File: src/rtl/ex_muldiv_if.sv
// EX-stage mul/div operand and result bundle.
// The ID/EX side drives operands; the unit answers with stall and result.
interface ex_muldiv_if;
    logic [4:0]  ALUOp;
    logic        ALUSrc;
    logic [31:0] registerFileDataA;
    logic [31:0] registerFileDataB;
    logic [31:0] extendedSignal;
    logic        flush;
    logic        stall;
    logic [31:0] result;
    logic        result_valid;
    logic        div_by_zero;

    modport master (
        output ALUOp, ALUSrc, registerFileDataA,
        output registerFileDataB, extendedSignal, flush,
        input  stall, result, result_valid, div_by_zero
    );

    modport slave (
        input  ALUOp, ALUSrc, registerFileDataA,
        input  registerFileDataB, extendedSignal, flush,
        output stall, result, result_valid, div_by_zero
    );
endinterface

File: src/rtl/ex_muldiv.sv
// Iterative unsigned multiply/divide for the EX stage.
// Shift-add multiply and restoring divide, one bit per negedge.
module ex_muldiv #(
    parameter logic [4:0] OP_MUL   = 5'd16,
    parameter logic [4:0] OP_MULHU = 5'd17,
    parameter logic [4:0] OP_DIVU  = 5'd18,
    parameter logic [4:0] OP_REMU  = 5'd19
) (
    input logic       clock,
    input logic       reset_n,
    ex_muldiv_if.slave bus
);
    typedef enum logic [1:0] {
        S_IDLE,
        S_MUL,
        S_DIV,
        S_DONE
    } state_t;

    state_t      state;
    state_t      state_next;
    logic [4:0]  count;
    logic [4:0]  op_q;
    logic [31:0] a_q;
    logic [31:0] b_q;
    logic [63:0] prod;
    logic [31:0] rem;
    logic [31:0] quo;
    logic [31:0] result_q;
    logic        dbz_q;

    logic [31:0] op_b;
    logic        is_md;
    logic        is_mul_in;
    logic        start;
    logic        last;
    logic [32:0] sum;
    logic [63:0] prod_next;
    logic [32:0] shifted;
    logic        ge;
    logic [31:0] rem_next;
    logic [31:0] quo_next;

    always_comb begin
        op_b = bus.ALUSrc ? bus.extendedSignal
                          : bus.registerFileDataB;
        is_md = bus.ALUOp inside
                {OP_MUL, OP_MULHU, OP_DIVU, OP_REMU};
        is_mul_in = (bus.ALUOp == OP_MUL) ||
                    (bus.ALUOp == OP_MULHU);
        start = is_md && !bus.flush;
        last = (count == 5'd31);
        sum = {1'b0, prod[63:32]} +
              {1'b0, (prod[0] ? a_q : 32'h0)};
        prod_next = {sum, prod[31:1]};
        // remainder stays below the divisor, so 32 bits hold it
        shifted = {1'b0, rem, quo[31]};
        ge = (shifted >= {1'b0, b_q});
        rem_next = ge ? (shifted[31:0] - b_q) : shifted[31:0];
        quo_next = {quo[30:0], ge};
    end

    always_ff @(negedge clock or negedge reset_n) begin
        if (!reset_n) begin
            state <= S_IDLE;
        end else begin
            state <= state_next;
        end
    end

    always_comb begin
        state_next = state;
        unique case (state)
            S_IDLE: begin
                if (start) begin
                    if (is_mul_in) begin
                        state_next = S_MUL;
                    end else if (op_b == 32'h0) begin
                        state_next = S_DONE;
                    end else begin
                        state_next = S_DIV;
                    end
                end
            end
            S_MUL:  if (last) state_next = S_DONE;
            S_DIV:  if (last) state_next = S_DONE;
            S_DONE: state_next = S_IDLE;
            default: state_next = S_IDLE;
        endcase
        if (bus.flush) state_next = S_IDLE;
    end

    always_ff @(negedge clock or negedge reset_n) begin
        if (!reset_n) begin
            count    <= 5'd0;
            op_q     <= 5'd0;
            a_q      <= 32'h0;
            b_q      <= 32'h0;
            prod     <= 64'h0;
            rem      <= 32'h0;
            quo      <= 32'h0;
            result_q <= 32'h0;
            dbz_q    <= 1'b0;
        end else if (bus.flush) begin
            count <= 5'd0;
            dbz_q <= 1'b0;
        end else begin
            unique case (state)
                S_IDLE: begin
                    if (start) begin
                        count <= 5'd0;
                        op_q  <= bus.ALUOp;
                        a_q   <= bus.registerFileDataA;
                        b_q   <= op_b;
                        prod  <= {32'h0, op_b};
                        rem   <= 32'h0;
                        quo   <= bus.registerFileDataA;
                        if (!is_mul_in && op_b == 32'h0) begin
                            result_q <= (bus.ALUOp == OP_DIVU)
                                ? 32'hFFFF_FFFF
                                : bus.registerFileDataA;
                            dbz_q <= 1'b1;
                        end
                    end
                end
                S_MUL: begin
                    prod  <= prod_next;
                    count <= count + 5'd1;
                    if (last) begin
                        result_q <= (op_q == OP_MULHU)
                            ? prod_next[63:32]
                            : prod_next[31:0];
                    end
                end
                S_DIV: begin
                    rem   <= rem_next;
                    quo   <= quo_next;
                    count <= count + 5'd1;
                    if (last) begin
                        result_q <= (op_q == OP_REMU)
                            ? rem_next : quo_next;
                    end
                end
                S_DONE: begin
                    count <= 5'd0;
                    dbz_q <= 1'b0;
                end
                default: count <= 5'd0;
            endcase
        end
    end

    // reset also silences the combinational stall
    assign bus.stall = reset_n && !bus.flush && is_md &&
                       (state != S_DONE);
    assign bus.result       = result_q;
    assign bus.result_valid = (state == S_DONE);
    assign bus.div_by_zero  = dbz_q;
endmodule
File: src/flat_wrapper.sv
// flat-port wrapper written by rule: the top's interface ports become plain ports
module ex_muldiv_flat 
#(
    parameter logic [4:0] OP_MUL   = 5'd16,
    parameter logic [4:0] OP_MULHU = 5'd17,
    parameter logic [4:0] OP_DIVU  = 5'd18,
    parameter logic [4:0] OP_REMU  = 5'd19
)
  (clock, reset_n, bus_ALUOp, bus_ALUSrc, bus_registerFileDataA, bus_registerFileDataB, bus_extendedSignal, bus_flush, bus_stall, bus_result, bus_result_valid, bus_div_by_zero);
  ex_muldiv_if bus_i ();
  input logic clock;
  input logic reset_n;
  input wire logic [$bits(bus_i.ALUOp)-1:0] bus_ALUOp;
  input wire logic [$bits(bus_i.ALUSrc)-1:0] bus_ALUSrc;
  input wire logic [$bits(bus_i.registerFileDataA)-1:0] bus_registerFileDataA;
  input wire logic [$bits(bus_i.registerFileDataB)-1:0] bus_registerFileDataB;
  input wire logic [$bits(bus_i.extendedSignal)-1:0] bus_extendedSignal;
  input wire logic [$bits(bus_i.flush)-1:0] bus_flush;
  output wire logic [$bits(bus_i.stall)-1:0] bus_stall;
  output wire logic [$bits(bus_i.result)-1:0] bus_result;
  output wire logic [$bits(bus_i.result_valid)-1:0] bus_result_valid;
  output wire logic [$bits(bus_i.div_by_zero)-1:0] bus_div_by_zero;
  assign bus_i.ALUOp = bus_ALUOp;
  assign bus_i.ALUSrc = bus_ALUSrc;
  assign bus_i.registerFileDataA = bus_registerFileDataA;
  assign bus_i.registerFileDataB = bus_registerFileDataB;
  assign bus_i.extendedSignal = bus_extendedSignal;
  assign bus_i.flush = bus_flush;
  assign bus_stall = bus_i.stall;
  assign bus_result = bus_i.result;
  assign bus_result_valid = bus_i.result_valid;
  assign bus_div_by_zero = bus_i.div_by_zero;
  ex_muldiv #(.OP_MUL(OP_MUL), .OP_MULHU(OP_MULHU), .OP_DIVU(OP_DIVU), .OP_REMU(OP_REMU)) u_core (.clock(clock), .reset_n(reset_n), .bus(bus_i));
endmodule
File: config.mk
export PLATFORM = sky130hd
export DESIGN_NAME = ex_muldiv_flat
export DESIGN_NICKNAME = d
export VERILOG_FILES = /design/src/rtl/ex_muldiv_if.sv /design/src/rtl/ex_muldiv.sv /design/src/flat_wrapper.sv
export SDC_FILE = /design/constraint.sdc
export NUM_CORES = 1
export LEC_CHECK = 0
export BUFFER_PORTS_ARGS = -buffer_cell sky130_fd_sc_hd__buf_2
export CELL_PAD_IN_SITES_DETAIL_PLACEMENT = 1
export CELL_PAD_IN_SITES_GLOBAL_PLACEMENT = 2
export CORE_MARGIN = 2
export CORE_UTILIZATION = 35
export CTS_BUF_LIST = sky130_fd_sc_hd__clkbuf_4
export DETAILED_ROUTE_END_ITERATION = 8
export HOLD_SLACK_MARGIN = 0.1
export PLACE_DENSITY = 0.8
export SLEW_MARGIN = 20
export SYNTH_ARGS = -nofsm -noshare
export SYNTH_HDL_FRONTEND = slang
export SYNTH_SLANG_ARGS = --single-unit
File: constraint.sdc
create_clock -name clock -period 3.4 [get_ports clock]
set_clock_uncertainty 0.2 [all_clocks]
set_input_delay 0 -clock clock [delete_from_list [all_inputs] [get_ports clock]]
set_output_delay 0 -clock clock [all_outputs]
set_load 0.02 [all_outputs]
After elaboration in Yosys (flattened, before gate mapping)
Cells that the tools add are included.
{"block": "totals", "word_cells": 85, "ff_bits": 237, "output_inout_bits": 35}
{"block": "op_classes", "bitwise_logic": 1, "eq_ne": 18, "order_cmp": 1, "addsub": 3, "n_reduce_logical": 22, "n_mux": 30}
{"operator": "$mux 32", "n": 12}
{"operator": "$pmux 32 s2", "n": 2}
{"operator": "$pmux 64 s2", "n": 1}
{"operator": "$pmux 32 s3", "n": 1}
{"operator": "$mux 64", "n": 1}
{"operator": "$eq 5x5->1 const B", "n": 7}
{"operator": "$add 32x32->33", "n": 1}
{"operator": "$ge 33x32->1", "n": 1}
{"operator": "$logic_not 32->1", "n": 1}
{"operator": "$sub 32x32->32", "n": 1}
{"operator": "$pmux 5 s3", "n": 1}
{"operator": "$reduce_and 3->1", "n": 4}
{"operator": "$mux 5", "n": 2}
{"operator": "$mux 2", "n": 4}
{"operator": "$ne 2x1->1 const B", "n": 4}
{"operator": "$ne 3x2->1 const B", "n": 2}
{"operator": "$pmux 2 s3", "n": 1}
{"operator": "$reduce_and 6->1", "n": 1}
{"operator": "$reduce_bool 3->1", "n": 2}
{"operator": "$add 5x1->5 const B", "n": 1}
{"operator": "$logic_and 1x1->1", "n": 5}
{"operator": "$eq 2x2->1 const B", "n": 2}
{"operator": "$mux 1", "n": 4}
{"operator": "$reduce_bool 2->1", "n": 2}
{"operator": "other kinds (11)", "n": 12}

Logic depth before layout (Yosys ltp)
Gate-level depths: netlist of run 1.
{"block": "logic_depth", "ltp_word": 8, "mapped_depth": 15, "mapped_depth_nobuf": 13}

==> results of run 1 <==
-- worst max path at each step --
stage                                   from                                 to  slack [ns]  cells past startpoint
global placement      bus_extendedSignal[29]  u_core.bus.result[30]$_DFFE_NN0P_       -1.68                     13
CTS                 bus_registerFileDataB[9]  u_core.bus.result[30]$_DFFE_NN0P_       -0.45                     12
detailed placement    bus_extendedSignal[29]  u_core.bus.result[13]$_DFFE_NN0P_       -1.68                     14
finish                bus_extendedSignal[28]  u_core.bus.result[30]$_DFFE_NN0P_       -0.70                     14
floorplan           bus_registerFileDataB[9]  u_core.bus.result[30]$_DFFE_NN0P_       -0.77                     10
global route          bus_extendedSignal[28]  u_core.bus.result[30]$_DFFE_NN0P_       -0.76                     14
-- power groups by stage --
stage | Clock (mW) | Sequential [mW] | Combinational [mW]
2_1_floorplan | 0 | 4.87 | 6.71
3_3_place_gp | 0 | 4.95 | 11.4
3_5_place_dp | 0 | 5.01 | 11.7
4_1_cts | 2.97 | 4.99 | 12.8
5_1_grt | 3.12 | 5.17 | 14.9
6_report | 2.89 | 5.07 | 13.8
-- state kept, by name, indices dropped and copies added, names as in the netlist --
| signal | count |
|---|---|
| u_core.bus.result | 32 |
| u_core.a_q | 32 |
| u_core.count | 5 |
| u_core.bus.div_by_zero | 1 |
| u_core.state | 2 |
| u_core.rem | 32 |
| u_core.prod | 64 |
| u_core.quo | 32 |
| u_core.op_q | 5 |
| u_core.b_q | 32 |
-- placed cells by master (no fill, tap or decap), types with 19 or more instances in the layout --
master	netlist	final
sky130_fd_sc_hd__a21o_1	31	31
sky130_fd_sc_hd__a21oi_1	117	93
sky130_fd_sc_hd__a21oi_2	0	19
sky130_fd_sc_hd__a22o_1	39	39
sky130_fd_sc_hd__and2_1	44	37
sky130_fd_sc_hd__buf_12	0	21
sky130_fd_sc_hd__buf_2	14	132
sky130_fd_sc_hd__buf_4	2	349
sky130_fd_sc_hd__buf_6	6	24
sky130_fd_sc_hd__clkbuf_4	0	96
sky130_fd_sc_hd__dfrtn_1	237	237
sky130_fd_sc_hd__ha_1	71	51
sky130_fd_sc_hd__inv_1	55	51
sky130_fd_sc_hd__mux2_2	47	47
sky130_fd_sc_hd__mux2i_1	78	78
sky130_fd_sc_hd__nand2_1	217	214
sky130_fd_sc_hd__nand3_1	26	25
sky130_fd_sc_hd__nor2_1	132	131
sky130_fd_sc_hd__o211ai_1	21	21
sky130_fd_sc_hd__o21ai_0	186	158
sky130_fd_sc_hd__xnor2_1	30	27
sky130_fd_sc_hd__xor2_1	23	21
-- final cells by class --
type,instances,area (um2)
Antenna cell,1,2.50
Clock buffer,96,721
Clock inverter,18,153
Fill cell,5041,21600
Inverter,55,206
Multi-Input combinational cell,1336,9850
Sequential cell,237,5930
Tap cell,585,732
Timing Repair Buffer,534,4110
-- cells by family after synthesis --
family                     share of synthesized area
DFF                                            0.385
AOI/OAI and AO/OA                              0.228
and+or+nand+nor                                0.161
muxes                                         0.0899
buffers and inverters                         0.0455
xor gates and xnor gates                      0.0301
adders and majority gates                     0.0603
-- metrics by stage --
step | worst slack (ns) | instances
floorplan | -0.770 | 1741
global placement | -1.68 | 2678
detailed placement | -1.68 | 2678
CTS | -0.452 | 2840
global route | -0.755 | 2862
finish | -0.697 | 2862
-- worst register-to-register path: stages (launching register included) --
cell and delay [ns]:
sky130_fd_sc_hd__dfrtn_1 0.40, sky130_fd_sc_hd__buf_6 0.17, sky130_fd_sc_hd__buf_6 0.11, sky130_fd_sc_hd__nand2_1 0.07, sky130_fd_sc_hd__inv_1 0.05, sky130_fd_sc_hd__ha_1 0.28
sky130_fd_sc_hd__a21o_1 0.15, sky130_fd_sc_hd__nand3_2 0.12, sky130_fd_sc_hd__a211oi_4 0.39, sky130_fd_sc_hd__o2111ai_4 0.20, sky130_fd_sc_hd__a31oi_4 0.24, sky130_fd_sc_hd__a31o_4 0.19
sky130_fd_sc_hd__a311oi_2 0.09, sky130_fd_sc_hd__buf_4 0.17, sky130_fd_sc_hd__and4b_1 0.19, sky130_fd_sc_hd__or3_4 0.39
-- per-layer routing --
layer | global-route usage | share of wire | wire, um
met1 | 0.338 | 0.42 | 26400
met5 | 0 | 0.00042 | 26
met2 | 0.477 | 0.50 | 31200
met3 | 0.0492 | 0.043 | 2710
met4 | 0.107 | 0.035 | 2170
-- timing repair --
| action | 4_1_cts | 5_1_grt |
|---|---|---|
| hold buffers | 0 | 0 |
| gates resized for setup | 137 | 123 |
| cloned | 3 | 1 |
| setup endpoints to repair | 67 | 72 |
| pin swaps | 36 | 59 |
| buffers inserted | 48 | 37 |
==> flow_summary.json, run 1 <==
{
  "outcome": "finished with violations",
  "violated_checks": "negative setup slack",
  "cp_max_fo": 5,
  "maxCapViolations": 0,
  "pin_count": 140,
  "synth.yosys.seq_area_share": 0.385,
  "drt_wl_total_um": 62500,
  "area_overhead_of_the_layout_relative_to_synthesis_pct": 40.9,
  "area_fraction_of_the_dominant_cell_type_after_synthesis": 0.385,
  "cts_buffer_depth": 3,
  "grt_pass1_vias": 16700,
  "routed_wire_length_per_instance_um": 21.8,
  "final_critical_path_setup_slack_ns": -0.697,
  "cp_data_arrival_time_ns": 2.72,
  "synth_enable_flop_cells": 0,
  "seq_power_share": 0.233,
  "critical_path.reg2reg.endpoint": "u_core.bus.result[30]$_DFFE_NN0P_",
  "core.rowCount": 76,
  "worstPathCellList": "buf_8, nor4_4, buf_4, nand4_1, o21ai_2, buf_4, nand4_4, a2111oi_4, buf_6, buf_8, nand2_2, o21ai_2, and4b_1, or3_4",
  "hold_path_class": "reg -> reg",
  "netlist_top_cells_area": "sky130_fd_sc_hd__dfrtn_1 (38%), sky130_fd_sc_hd__o21ai_0 (6.0%), sky130_fd_sc_hd__ha_1 (5.8%)",
  "tritoncts_clock_tree": "done",
  "power.switching_mw": 9.82,
  "worst-setup-path-type": "in -> reg",
  "finalPower_mw": 21.8,
  "placeableCoreArea_um2": 43300,
  "worst-slew-pin-transition_ns": 1.20,
  "fin_worst_hold_slack_ns": 0.225,
  "final.setup.tns_ns": -16.77,
  "number_of_nets_with_antenna_violations_after_routing": 0,
  "power.ir.vdd_worst_mv": 0.510,
  "timing.critical_path.required_ns": 2.02,
  "synth.cells.most_frequent": "sky130_fd_sc_hd__dfrtn_1 (237), sky130_fd_sc_hd__nand2_1 (217), sky130_fd_sc_hd__o21ai_0 (186)",
  "netlist.top_cell.by_area": "sky130_fd_sc_hd__dfrtn_1",
  "postSynth.asyncResetShare": 1.00,
  "hold-path-cell-count": 2,
  "yosysMostFrequentCell": "sky130_fd_sc_hd__dfrtn_1",
  "die-width_um": 214,
  "path_clk_slew_ns": 0.05,
  "r2r_depth": 15,
  "hold_viol": 0,
  "clkSinkCount": 237,
  "total_leakage_power_nw": 10.4,
  "critical_path_buf_inv_count": 5,
  "syn-cell-area_um2": 15400,
  "final_core_util": 0.502,
  "count_of_input_and_output_buffers": 139,
  "yosysWarningCount": 0,
  "logic_gate_share_of_total_power": 0.635,
  "gp_congestion": 0.913,
  "remaining_max_slew_budget_at_the_tightest_pin": 0.194,
  "die_y_um": 214,
  "route.detailed.drc": 0,
  "report.final.slew_viol_count": 0,
  "clock_insertion_delay_worst_skew_ns": 0.69,
  "post_route_cells_drive_above_1_share": 0.377,
  "grt.overflow.total": 0,
  "antenna_found_initial": 4,
  "grt_setup_unrepaired": "true",
  "grt_max_degree": 81,
  "global_route.usage.total": 0.275,
  "synthCells": 1741,
  "root_buffer": "sky130_fd_sc_hd__clkbuf_4",
  "final_design_area_no_fill_um2": 21700,
  "power_density_nw_per_um2": 1000,
  "switching_share": 0.450,
  "drt_pass1_iterations": 6,
  "finish.net_count": 2414,
  "intPower_mw": 12.0,
  "fp.dieArea_um2": 45700,
  "dominantRegCellSynth": "sky130_fd_sc_hd__dfrtn_1",
  "post_syn_area_per_cell_um2": 8.85,
  "place.detailed.hpwl_um": 45800,
  "synth_fp_nets": 1919,
  "worstSetupStartpointType": "input port",
  "global_route_wire_length_before_repair_um": 95000,
  "dr_total_vias": 15700,
  "floorplan.initialDensity": 0.356,
  "share_clk_of_total_power": 0.133,
  "setup-violations-final": 36,
  "numCtsBuffers": 72,
  "critical_path.max_stage_delay_ns": 0.40,
  "launch_instance_of_the_worst_min_delay_path": "u_core.b_q[9]$_DFFE_NN0P_",
  "timing.hold.worst_endpoint": "u_core.b_q[9]$_DFFE_NN0P_",
  "synth-seq-cells": 237,
  "htreeDepth": 3,
  "yosys.cell_types.count": 83,
  "placedInstanceArea_um2": 19000,
  "timing.critical_path.slowest_stage_cell": "sky130_fd_sc_hd__nor4_4",
  "setup.reg_to_reg.worst_slack_ns": -0.20,
  "critPathCaptureType": "flip-flop",
  "timing.critical_path.max_delay_family": "simple AND/OR/NAND/NOR gates",
  "worstReg2RegStart": "u_core.prod[0]$_DFFE_NN0P_",
  "detail_route.vias_per_cell": 5.48,
  "initialDrtViolationCount": 819
}
No activity file was read; power rests on OpenSTA's default activity.
==> run 2: changes to the inputs <==
- PLACE_DENSITY: 0.8 -> unset
- PLACE_DENSITY_LB_ADDON: unset -> 0.1
- SKIP_CTS_REPAIR_TIMING: unset -> 1
==> run 2 against run 1 <==
Against the previous run: the run still ends with negative setup slack left; worst setup slack improved by 0.12 ns; final area increased by 0.19%; global-route usage is 0.38 points lower; critical path depth down 1; via count fell by 2.0%; combinational power about the same; power about the same; critical endpoint unchanged; highest routed layer is now met4.
==> flow_summary.json, run 2 (synthesized netlist as in run 1, its figures left out) <==
{
  "grt_max_degree": 66,
  "timing.critical_path.required_ns": 2.03,
  "reg_with_most_ffs": "u_core.prod",
  "pin_count": 140,
  "dr_total_vias": 15400,
  "core.rowCount": 76,
  "power_density_nw_per_um2": 1000,
  "place.detailed.hpwl_um": 47500,
  "clkSinkCount": 237,
  "path_clk_slew_ns": 0.04,
  "critical_path_buf_inv_count": 4,
  "layout.cells.most_common_list": "sky130_fd_sc_hd__buf_4 (347), sky130_fd_sc_hd__dfrtn_1 (237), sky130_fd_sc_hd__nand2_1 (217), sky130_fd_sc_hd__o21ai_0 (163), sky130_fd_sc_hd__buf_2 (132)",
  "timing.critical_path.slowest_stage_cell": "sky130_fd_sc_hd__nor4_4",
  "die_y_um": 214,
  "worstPathCellList": "buf_2, nor4_4, buf_4, nand4_1, o21ai_2, nand4_4, a2111oi_4, buf_6, buf_6, nand2_2, o21ai_2, and4b_1, or3_1",
  "grt_setup_unrepaired": "true",
  "antenna_found_initial": 3,
  "cp_max_fo": 4,
  "worstSetupStartpointType": "input port",
  "share_clk_of_total_power": 0.134,
  "initialDrtViolationCount": 714,
  "outcome": "finished with violations",
  "routed_wire_length_per_instance_um": 22.1,
  "hold_path_class": "reg -> reg",
  "drt_pass1_iterations": 7,
  "htreeDepth": 3,
  "critical_path.max_stage_delay_ns": 0.40,
  "drt_wl_total_um": 63400,
  "detailedPlace.worstSlack_ns": -1.80,
  "floorplan.initialDensity": 0.356,
  "cts_buffer_depth": 3,
  "number_of_nets_with_antenna_violations_after_routing": 0,
  "area_overhead_of_the_layout_relative_to_synthesis_pct": 41.2,
  "fin_worst_hold_slack_ns": 0.210,
  "grt_pass1_vias": 16100,
  "critPathCaptureType": "flip-flop",
  "clock_insertion_delay_worst_skew_ns": 0.69,
  "fp.dieArea_um2": 45700,
  "finalPower_mw": 21.8,
  "numCtsBuffers": 76,
  "global_route.usage.total": 0.271,
  "placedInstanceArea_um2": 19300,
  "power.ir.vdd_worst_mv": 0.468,
  "detail_route.vias_per_cell": 5.36,
  "timing.critical_path.max_delay_family": "simple AND/OR/NAND/NOR gates",
  "root_buffer": "sky130_fd_sc_hd__clkbuf_4",
  "worst-setup-path-type": "in -> reg",
  "count_of_input_and_output_buffers": 139,
  "maxCapViolations": 0,
  "largest_register_ff_count": 64,
  "switching_share": 0.445,
  "layout_commonest_cell": "sky130_fd_sc_hd__buf_4",
  "logic_gate_share_of_total_power": 0.635,
  "post_route_cells_drive_above_1_share": 0.377,
  "finish.net_count": 2419,
  "setup-violations-final": 37,
  "total_leakage_power_nw": 10.4,
  "cp_data_arrival_time_ns": 2.61,
  "seq_power_share": 0.231,
  "power.switching_mw": 9.69,
  "tritoncts_clock_tree": "done",
  "placeableCoreArea_um2": 43300,
  "report.final.slew_viol_count": 0,
  "global_route_wire_length_before_repair_um": 93200,
  "die-width_um": 214,
  "final_design_area_no_fill_um2": 21700,
  "gp_congestion": 0.877,
  "worst-slew-pin-transition_ns": 1.21,
  "intPower_mw": 12.1,
  "hold_viol": 0,
  "violated_checks": "negative setup slack",
  "final_critical_path_setup_slack_ns": -0.582,
  "remaining_max_slew_budget_at_the_tightest_pin": 0.189,
  "route.detailed.drc": 0,
  "grt.overflow.total": 0
}
## run 2: metal layers
metal	share of wire	GRT usage	wire, um
met1	0.44	0.346	28000
met2	0.50	0.469	31800
met3	0.033	0.0414	2080
met4	0.025	0.0864	1590
met5	0	0	0
## run 2: metrics by stage
step	instances	TNS (ns)	utilization
2_1_floorplan	1741	-20.39	-
3_3_place_gp	2714	-54.28	0.446
3_5_place_dp	2714	-60.70	0.446
4_1_cts	2830	-34.57	0.467
5_1_grt	2866	-17.84	0.503
6_report	2866	-15.67	0.503
## run 2: worst paths after layout
kind	startpoint	cells past startpoint	slack, ns	to
worst max-delay path	bus_extendedSignal[23]	13	-0.58	u_core.bus.result[30]$_DFFE_NN0P_
worst min-delay path	u_core.op_q[4]$_DFFE_NN0P_	1	0.21	u_core.op_q[4]$_DFFE_NN0P_
worst max register to register	u_core.prod[0]$_DFFE_NN0P_	15	-0.13	u_core.bus.result[30]$_DFFE_NN0P_
worst min register to register	u_core.op_q[4]$_DFFE_NN0P_	1	0.21	u_core.op_q[4]$_DFFE_NN0P_
max in group asynchronous	reset_n	2	1.65	u_core.rem[9]$_DFFE_NN0P_
min in group asynchronous	reset_n	1	0.62	u_core.prod[58]$_DFFE_NN0P_
## run 2: power by group through the flow
stage          registers, mW  clock network [mW]  logic [mW]
6_report                5.04                2.92        13.8
5_1_grt                 5.16                3.18        15.0
4_1_cts                 4.97                3.04        12.1
3_5_place_dp            5.00                   0        12.0
3_3_place_gp            4.97                   0        11.8
2_1_floorplan           4.87                   0        6.71
## run 2: area by class of cell
class | instances | area [um2]
clock buffers | 107 | 803
diodes | 2 | 5.00
fillers | 5079 | 21500
well taps | 585 | 732
inverters | 55 | 206
multi-input cells | 1336 | 9820
repair buffers | 535 | 4160
clock inverters | 9 | 86.3
flip-flops and latches | 237 | 5930
## run 2: worst register-to-register path: stages (launching register included)
cell	delay [ns]
sky130_fd_sc_hd__dfrtn_1	0.36
sky130_fd_sc_hd__buf_6	0.13
sky130_fd_sc_hd__buf_12	0.13
sky130_fd_sc_hd__buf_8	0.13
sky130_fd_sc_hd__and2_1	0.16
sky130_fd_sc_hd__ha_4	0.28
sky130_fd_sc_hd__and3_4	0.21
sky130_fd_sc_hd__nand3_2	0.10
sky130_fd_sc_hd__a211oi_4	0.30
sky130_fd_sc_hd__o2111ai_4	0.20
sky130_fd_sc_hd__a31oi_4	0.22
sky130_fd_sc_hd__a31o_4	0.18
sky130_fd_sc_hd__a311oi_2	0.09
sky130_fd_sc_hd__buf_4	0.18
sky130_fd_sc_hd__and4b_1	0.16
sky130_fd_sc_hd__or3_1	0.35
==> run 3: changes to the inputs <==
- TNS_END_PERCENT: unset -> 10
==> run 3 against run 2 <==
Against the previous run: the flow still finishes with violations (negative setup slack); combinational power is 10% lower; critical path type unchanged; routed wire length is 3.6% lower; final area is 5.4% lower.
==> flow_summary.json, run 3 (synthesized netlist as in run 1, its figures left out) <==
{
  "worst-slew-pin-transition_ns": 1.14,
  "finalPower_mw": 20.3,
  "fin_worst_hold_slack_ns": 0.222,
  "critical_path.max_stage_delay_ns": 0.39,
  "grt.overflow.total": 0,
  "numCtsBuffers": 73,
  "clock_insertion_delay_worst_skew_ns": 0.72,
  "largest_register_ff_count": 64,
  "layout_commonest_cell": "sky130_fd_sc_hd__buf_4",
  "reg_with_most_ffs": "u_core.prod",
  "gp_congestion": 0.864,
  "worstPathCellList": "buf_8, nor4_4, buf_4, nand4_1, o21ai_2, nand4_4, a2111oi_4, buf_4, nand2_4, buf_4, clkbuf_16, a221o_1, a221oi_2, a211oi_1",
  "power.ir.vdd_worst_mv": 0.506,
  "setup-violations-final": 41,
  "grt_setup_unrepaired": "true",
  "cts_buffer_depth": 3,
  "place.detailed.hpwl_um": 47400,
  "outcome": "finished with violations",
  "placeableCoreArea_um2": 43300,
  "critical_path_buf_inv_count": 5,
  "power_density_nw_per_um2": 985,
  "tritoncts_clock_tree": "done",
  "timing.critical_path.max_delay_family": "compound AO/OA/AOI/OAI gates",
  "drt_pass1_iterations": 5,
  "core.rowCount": 76,
  "layout.cells.most_common_list": "sky130_fd_sc_hd__buf_4 (309), sky130_fd_sc_hd__dfrtn_1 (237), sky130_fd_sc_hd__nand2_1 (215), sky130_fd_sc_hd__o21ai_0 (159), sky130_fd_sc_hd__buf_2 (134)",
  "hold_viol": 0,
  "final_core_util": 0.476,
  "htreeDepth": 3,
  "finish.net_count": 2360,
  "global_route.usage.total": 0.268,
  "cp_max_fo": 7,
  "clkSinkCount": 237,
  "routed_wire_length_per_instance_um": 21.8,
  "remaining_max_slew_budget_at_the_tightest_pin": 0.239,
  "die_y_um": 214,
  "critPathCaptureType": "flip-flop",
  "violated_checks": "negative setup slack",
  "fp.dieArea_um2": 45700,
  "crit_top_cell": "sky130_fd_sc_hd__buf_4",
  "antenna_found_initial": 3,
  "initialDrtViolationCount": 702,
  "number_of_nets_with_antenna_violations_after_routing": 0,
  "timing.critical_path.required_ns": 2.03,
  "area_overhead_of_the_layout_relative_to_synthesis_pct": 33.6,
  "floorplan.initialDensity": 0.356,
  "die-width_um": 214,
  "hold_path_class": "reg -> reg",
  "grt_max_degree": 62,
  "post_route_cells_drive_above_1_share": 0.334,
  "route.detailed.drc": 0,
  "worst-setup-path-type": "in -> reg",
  "dr_total_vias": 15100,
  "report.final.slew_viol_count": 0,
  "grt_pass1_vias": 16000,
  "timing.critical_path.slowest_stage_cell": "sky130_fd_sc_hd__nor4_4",
  "count_of_input_and_output_buffers": 139,
  "global_route_wire_length_before_repair_um": 92100,
  "detail_route.vias_per_cell": 5.36,
  "drt_wl_total_um": 61200,
  "worstSetupStartpointType": "input port",
  "final_critical_path_setup_slack_ns": -0.591,
  "total_leakage_power_nw": 9.94,
  "pin_count": 140,
  "cp_data_arrival_time_ns": 2.62,
  "root_buffer": "sky130_fd_sc_hd__clkbuf_4",
  "path_clk_slew_ns": 0.04,
  "nFillCells": 5074,
  "maxCapViolations": 0
}
## run 3: path summary, 6_finish.rpt
path                                       startpoint                                end  slack (ns)  depth (start not counted)
min in group asynchronous                     reset_n        u_core.prod[60]$_DFFE_NN0P_        0.59                          1
max reg2reg                u_core.prod[0]$_DFFE_NN0P_  u_core.bus.result[29]$_DFFE_NN0P_       -0.21                         16
max                            bus_extendedSignal[29]  u_core.bus.result[28]$_DFFE_NN0P_       -0.59                         14
min reg2reg                u_core.op_q[4]$_DFFE_NN0P_         u_core.op_q[4]$_DFFE_NN0P_        0.22                          1
min                        u_core.op_q[4]$_DFFE_NN0P_         u_core.op_q[4]$_DFFE_NN0P_        0.22                          1
max in group asynchronous                     reset_n         u_core.a_q[19]$_DFFE_NN0P_        1.67                          2
## run 3: layout make-up
| class | count | area [um2] | area share |
|---|---|---|---|
| diodes | 6 | 15.0 | 0.000730 |
| multi-input cells | 1336 | 9240 | 0.449 |
| inverters | 55 | 206 | 0.0100 |
| flip-flops and latches | 237 | 5930 | 0.288 |
| well taps | 585 | 732 | 0.0356 |
| repair buffers | 479 | 3600 | 0.175 |
| clock buffers | 100 | 751 | 0.0365 |
| clock inverters | 13 | 105 | 0.00511 |
## run 3: power breakdown
| part | switching (mW) | leakage, nW | internal (mW) |
|---|---|---|---|
| sequential | 0.989 | 3.01 | 4.06 |
| clock | 1.36 | 0.510 | 1.48 |
| combinational | 6.86 | 6.42 | 5.52 |
| total | 9.21 | 9.94 | 11.1 |
## run 3: metal layers
metal / share of wire / vias to the layer above / wire length (um) / global-route usage
li1: - / 7195 / - / -
met1: 0.45 / 7437 / 27500 / 0.344
met2: 0.48 / 335 / 29400 / 0.456
met3: 0.038 / 107 / 2310 / 0.0406
met4: 0.031 / 0 / 1910 / 0.102
met5: 0 / - / 0 / 0
## run 3: through the flow
| step | worst slack (ns) | cell area, um2 | std cells | TNS [ns] |
|---|---|---|---|---|
| final | -0.591 | 20600 | 2811 | -14.22 |
| after global routing | -0.637 | 20600 | 2811 | -17.94 |
| after detailed placement | -1.68 | 19000 | 2681 | -79.99 |
| after floorplan | -0.770 | 15400 | 1741 | -35.69 |
| after CTS | -0.949 | 19900 | 2794 | -31.72 |
| after global placement | -1.62 | 19000 | 2681 | -73.25 |
## run 3: worst register-to-register path: stages (launching register included)
cell                        delay, ns
sky130_fd_sc_hd__dfrtn_1         0.54
sky130_fd_sc_hd__and2_1          0.17
sky130_fd_sc_hd__ha_2            0.20
sky130_fd_sc_hd__inv_1           0.06
sky130_fd_sc_hd__fa_1            0.38
sky130_fd_sc_hd__nand2b_1        0.19
sky130_fd_sc_hd__a211oi_2        0.30
sky130_fd_sc_hd__nor2_2          0.11
sky130_fd_sc_hd__o21bai_1        0.17
sky130_fd_sc_hd__buf_4           0.16
sky130_fd_sc_hd__a211oi_1        0.07
sky130_fd_sc_hd__buf_4           0.15
sky130_fd_sc_hd__buf_4           0.13
sky130_fd_sc_hd__a2bb2oi_1       0.16
sky130_fd_sc_hd__xnor2_1         0.16
sky130_fd_sc_hd__o21ai_1         0.17
sky130_fd_sc_hd__a31oi_1         0.10
